[src/rtl/switch_input_if.sv]
// Board input bundle: raw switches/buttons and IO-read strobe going in, packed switch word out.
//   sw_raw  [7:0]  asynchronous slide switches
//   btn_raw [3:0]  asynchronous push buttons, active-high
//   rd_ack         one-cycle pulse when the CPU reads the IO region
//   switchs [63:0] registered switch word for the data-memory/IO stage
interface switch_input_if;
   logic [7:0]  sw_raw;
   logic [3:0]  btn_raw;
   logic        rd_ack;
   logic [63:0] switchs;

   modport master (
      output sw_raw,
      output btn_raw,
      output rd_ack,
      input  switchs
   );

   modport slave (
      input  sw_raw,
      input  btn_raw,
      input  rd_ack,
      output switchs
   );
endinterface

[src/rtl/switch_input.sv]
// Switch/button front end: synchronizes and debounces 8 slide switches and 4 push buttons,
// and keeps a sticky "pressed since last read" flag per button, cleared by an IO read.
//   clk    system clock, all state on the rising edge
//   reset  synchronous, active-high
//   bus    switch_input_if.slave (sw_raw, btn_raw, rd_ack in; switchs out)
//   switchs = {48'h0, sticky[3:0], stable_btn[3:0], stable_sw[7:0]}
module switch_input #(
   parameter int unsigned DB_CYCLES = 50000,
   parameter int unsigned CNT_W     = 16
) (
   input logic            clk,
   input logic            reset,
   switch_input_if.slave  bus
);

   localparam int unsigned NumIn = 12;
   localparam logic [CNT_W-1:0] CntMax = CNT_W'(DB_CYCLES - 1);
   localparam logic [CNT_W-1:0] CntOne = CNT_W'(1);

   logic [NumIn-1:0] raw;
   logic [NumIn-1:0] sync1_d, sync1_q;
   logic [NumIn-1:0] sync2_d, sync2_q;
   logic [NumIn-1:0] stable_d, stable_q;
   logic [CNT_W-1:0] cnt_d [NumIn];
   logic [CNT_W-1:0] cnt_q [NumIn];
   logic [3:0]       sticky_d, sticky_q;
   logic [3:0]       btn_rise;

   assign raw = {bus.btn_raw, bus.sw_raw};

   always_comb begin
      sync1_d  = raw;
      sync2_d  = sync1_q;
      stable_d = stable_q;
      for (int i = 0; i < NumIn; i++) begin
         cnt_d[i] = cnt_q[i];
         if (sync2_q[i] == stable_q[i]) begin
            // Any agreement with the stable value restarts the hold window.
            cnt_d[i] = '0;
         end else if (cnt_q[i] == CntMax) begin
            // DB_CYCLES consecutive differing cycles seen, including this one.
            stable_d[i] = sync2_q[i];
            cnt_d[i]    = '0;
         end else begin
            cnt_d[i] = cnt_q[i] + CntOne;
         end
      end

      // Rise is taken from the next stable value so the flag appears together with the button.
      btn_rise = stable_d[11:8] & ~stable_q[11:8];
      // Set wins over the read-clear.
      sticky_d = btn_rise | (bus.rd_ack ? 4'b0000 : sticky_q);
   end

   always_ff @(posedge clk) begin
      if (reset) begin
         sync1_q  <= '0;
         sync2_q  <= '0;
         stable_q <= '0;
         sticky_q <= '0;
         for (int i = 0; i < NumIn; i++) begin
            cnt_q[i] <= '0;
         end
      end else begin
         sync1_q  <= sync1_d;
         sync2_q  <= sync2_d;
         stable_q <= stable_d;
         sticky_q <= sticky_d;
         for (int i = 0; i < NumIn; i++) begin
            cnt_q[i] <= cnt_d[i];
         end
      end
   end

   // Output is a pure wiring of state flops; no input reaches it combinationally.
   assign bus.switchs = {48'h0, sticky_q, stable_q};

endmodule

[src/flat_wrapper.sv]
// flat-port wrapper written by rule: the top's interface ports become plain ports
module switch_input_flat 
#(
   parameter int unsigned DB_CYCLES = 50000,
   parameter int unsigned CNT_W     = 16
)
  (clk, reset, bus_sw_raw, bus_btn_raw, bus_rd_ack, bus_switchs);
  switch_input_if bus_i ();
  input logic clk;
  input logic reset;
  input wire logic [$bits(bus_i.sw_raw)-1:0] bus_sw_raw;
  input wire logic [$bits(bus_i.btn_raw)-1:0] bus_btn_raw;
  input wire logic [$bits(bus_i.rd_ack)-1:0] bus_rd_ack;
  output wire logic [$bits(bus_i.switchs)-1:0] bus_switchs;
  assign bus_i.sw_raw = bus_sw_raw;
  assign bus_i.btn_raw = bus_btn_raw;
  assign bus_i.rd_ack = bus_rd_ack;
  assign bus_switchs = bus_i.switchs;
  switch_input #(.DB_CYCLES(DB_CYCLES), .CNT_W(CNT_W)) u_core (.clk(clk), .reset(reset), .bus(bus_i));
endmodule
[config.mk]
export PLATFORM = sky130hd
export DESIGN_NAME = switch_input_flat
export DESIGN_NICKNAME = d
export VERILOG_FILES = /design/src/rtl/switch_input_if.sv /design/src/rtl/switch_input.sv /design/src/flat_wrapper.sv
export SDC_FILE = /design/constraint.sdc
export NUM_CORES = 1
export LEC_CHECK = 0
export ABC_AREA = 1
export BUFFER_PORTS_ARGS = -buffer_cell sky130_fd_sc_hd__buf_2
export CAP_MARGIN = 40
export CORE_ASPECT_RATIO = 0.7
export CORE_UTILIZATION = 25
export DETAILED_ROUTE_END_ITERATION = 7
export SLEW_MARGIN = 20
export SYNTH_ARGS = -nofsm -noshare
export SYNTH_HDL_FRONTEND = slang
export SYNTH_SLANG_ARGS = --single-unit
[constraint.sdc]
create_clock -name clk -period 4.6 [get_ports clk]
set_input_delay 1.15 -clock clk [delete_from_list [all_inputs] [get_ports clk]]
set_output_delay 1.15 -clock clk [all_outputs]
set_load 0.02 [all_outputs]
# Word-level counts from Yosys, hierarchy flattened
# Memories as Yosys holds them, arrays and structs flattened.
# Cells that the tools add are included.
[totals] ff_bits=40 ramBits=192 input_bits=15 out_inout_bits=64 elab_cells=128 memories=1
[op_classes] add_sub_neg=12 n_eq_ne=24 mux=48 bitwise_logic=23 n_reduce_logical=8
[mem_list] memory="u_core.cnt_q" words=12 width=16 read_ports=12 rd_clocked_by_memory_dff=0 write_ports=12 line="switch_input.sv:25" rtl="logic [CNT_W-1:0] cnt_q [NumIn];"
[ops] cell="2-to-1 mux 16 bit" n=36
[ops] cell="adder 16 x 1 -> 16 bit, second input constant" n=12
[ops] cell="equality test 16 bit, second input constant" n=12
[ops] cell="AND reduction 2 bit" n=8
[ops] cell="equality test 1 bit" n=12
[ops] cell="bitwise OR 1 bit" n=12
[ops] cell="2-to-1 mux 1 bit" n=11
[ops] cell="NOT 1 bit" n=8
[ops] cell="bitwise AND 4 bit" n=1
[ops] cell="2-to-1 mux 4 bit" n=1
[ops] cell="NOT 4 bit" n=1
[ops] cell="bitwise OR 4 bit" n=1

# Depth between registers and ports, before layout
# An unclocked memory read counts as a cell.
[depth] depth_word=6 mapped_depth=8 depth_no_buf=8

# Least setup slack after synthesis
# OpenSTA, ideal clock, no wires.
[synth_path] kind="in2reg" from="input reset" to="memory u_core.cnt_q[2][13]" setup_ns=0.070 t_arrival_ns=1.910 required_time_ns=4.530 path_slack_ns=2.620 cell_stages=7 cell_sequence="inv_2 > buf_4 > o21ai_0 > a21oi_1 > nand2_2 > buf_4 > a21oi_1"
[synth_lines] element="start: declaration" line="flat_wrapper.sv:10" rtl="input logic reset;"
[synth_lines] element="end: declaration" line="switch_input.sv:25"

# Final worst setup path
[layout_path] from="register u_core.stable_q[2]" to="output bus_switchs[2]"
[layout_lines] element="start: declaration" line="switch_input.sv:23" rtl="logic [NumIn-1:0] stable_d, stable_q;"
[layout_lines] element="start signal: assignment" line="switch_input.sv:67" rtl="stable_q <= stable_d;"
[layout_lines] element="end: declaration" line="flat_wrapper.sv:14" rtl="output wire logic [$bits(bus_i.switchs)-1:0] bus_switchs;"
# No word-level cell between the ends.

==> qor.txt <==
Leakage -> 4.25 nW
DRT iter0 DRCs -> 540
Highest clock rate -> 435 MHz
HP Class -> flop to flop
Nets -> 1771
CTS tree -> yes
Cell Area, Synth -> 0.0115 mm2
Setup crit start kind -> flop
Max stage delay on crit path -> 0.41 ns
Die area -> 0.0467 mm2
Antenna cells -> 0
Hold Crit Depth -> 2
Area Growth Syn to Fin -> 12.6%
Design Area, Final -> 0.0129 mm2
Largest family of logic cells by synthesized area -> simple AND/OR/NAND/NOR gates
CTS root buffer -> clkbuf_16
Min Hold Slack -> 0.400 ns
Tcrit/Tclk final -> 50.0%
Total track usage -> 10.0%
Number of antenna-violating nets in the routed design -> 0
Overall die height -> 181 um
Fill cell count -> 4840
Pins Over Slew Limit -> 0
Pwr Density -> 322 mW/mm2
First-pass GRT wire length -> 40.8 mm
Most common cell after layout, fill and taps aside -> nand2_1
Setup WS post-layout -> 2.30 ns
Initial Utilization -> 25.4%
Worst EP arrival -> 1.15 ns
FP Rows -> 65
Share of layout cells above drive strength 1 -> 5.11%
Max VDD drop -> 0.274 mV
TritonCTS buffer count -> 27
Post-route setup TNS -> 0 ns
Finish-stage setup viols -> 0
Dpl cell area -> 0.0121 mm2
GP Congestion -> 0.837
Crit Path Max Fanout -> 2
H-tree depth -> 1
Relative slew slack -> 54.8%
Number of max-cap violations -> 0
Status -> finished, final reports clean
Least-Margin Pin Slew -> 0.678 ns
Register bit total from synthesis -> 232
Crit-path cells -> buf_2
R2r worst-path depth -> 6
Drt pass-1 iters -> 5
Worst Setup Path Type -> flop to primary output
Largest net degree at the start of global routing -> 31
Vias in the first global route -> 8935
Boundary Pins -> 79
Routed WL -> 23.7 mm
Skew final -> 0.00866 ns
CTS Hold Bufs -> 0
# Post-CTS Setup Buffers -> 0
Sequential share of the synthesized area -> 40.5%
Die width -> 258 um
Simple-Gate Fraction of Synth Area -> 35.2%
CP max-delay cell -> dfxtp_1
Clock slew at reported path FFs -> 0.05 ns
Register area -> 0.00464 mm2
Clock tree buffer depth -> 3
Final hold vios -> 0
Netlist cell types -> 26
Clock Sinks -> 232
WP buf/inv -> 1
Compound-Gate Fraction of Synth Area -> 6.01%
Drc violations -> 0
Count of input and output buffers -> 30
Avg Synthesized Cell Area -> 6.73 um2
Total gr overflow -> 0
Clock network latency to the later pin of the worst-skew pair -> 0.54 ns
RSZ-0062 raised after global routing -> no
Commonest cells after routing, fill and taps aside -> 386 x nand2_1, 362 x nor2_1, 232 x dfxtp_1
Area occupied by multi-input gates -> 0.00566 mm2
Core Area -> 0.0451 mm2
Pre-CTS setup slack -> 2.12 ns
Adder-Cell Fraction of Synth Area -> 1.31%
WL/cell -> 10.0 um
Quantity of gates resized following cts -> 0
Critical Path Stages -> 1
Tmin final -> 2.30 ns
Critical path endpoint category -> primary output
Crit path max-delay family -> flip-flops
Ys Warns -> 0
Initial antenna violation count -> 1
Via density -> 4.27
Detail Placement HPWL -> 17.4 mm
Xor/xnor share of the synthesized area -> 5.28%
Critical path required time -> 3.45 ns
Synth Instances -> 1702
Mux contribution to synthesized area -> 0%
Routed vias -> 10106
## kinds of logic (layout without fill, tap and decap cells)
kind of cell / count (synthesis) / count (layout)
and+or+nand+nor: 965 / 965
buffers and inverters: 291 / 303
DFF: 232 / 232
AOI/OAI and AO/OA: 132 / 132
xor gates and xnor gates: 69 / 69
adders and majority gates: 12 / 12
other: 1 / 48
## flip-flops by register name (all words and copies together) (netlist names)
signal and count:
u_core.stable_q 12, u_core.sync2_q 12, u_core.sticky_q 4, u_core.cnt_q 192, u_core.sync1_q 12
## worst paths after layout
check | from | end | slack, ns
max | u_core.stable_q[2] | bus_switchs[2] | 2.30
min | u_core.sync1_q[9] | u_core.sync2_q[9] | 0.40
max reg2reg | u_core.cnt_q[10][0] | u_core.cnt_q[10][4] | 2.80
min reg2reg | u_core.sync1_q[9] | u_core.sync2_q[9] | 0.40
## cell usage after synthesis, drive strengths merged
cell      n  area, um2
nand2   392       1490
nor2    367       1410
o21ai    28        151
dfxtp   232       4640
clkbuf    4       15.0
xor2     45        394
nand3   126        646
nand3b    1       7.51
nor3      5       25.0
xnor2    24        210
conb      1       3.75
inv     226        848
or2       3       18.8
o21bai    2       26.3
nand4    71        444
ha       12        150
a21oi   102        510
buf      61        469
## metal layers
layer	wire [um]	share of wire (%)	GRT usage, %
met5	17	0.072	0
met4	475	2.0	2.77
met3	1190	5.0	1.87
met2	9980	42	15.5
met1	12000	51	14.2
## cell type report
cell class	instances	share of cell area, %
well taps	603	5.85
inverters	226	6.57
flip-flops and latches	232	36.0
clock inverters	5	0.504
clock buffers	41	6.03
multi-input cells	1226	43.8
repair buffers	31	1.22
## power breakdown
group          leakage [nW]  switching [W]  internal [W]
Clock                 0.415       0.000827       0.00122
Sequential             1.87     0.00000725       0.00202
Combinational          1.96      0.0000711     0.0000160
Total                  4.25       0.000905       0.00325
## per-stage QoR
| stage | instances | utilization, % | power [W] |
|---|---|---|---|
| after floorplan | 1749 | - | 0.00218 |
| after global placement | 2318 | 26.7 | 0.00216 |
| after detailed placement | 2318 | 26.7 | 0.00216 |
| after CTS | 2364 | 28.6 | 0.00423 |
| after global routing | 2364 | 28.6 | 0.00433 |
| final | 2364 | 28.6 | 0.00416 |
Note: power is estimated with default switching activity, not from simulation.
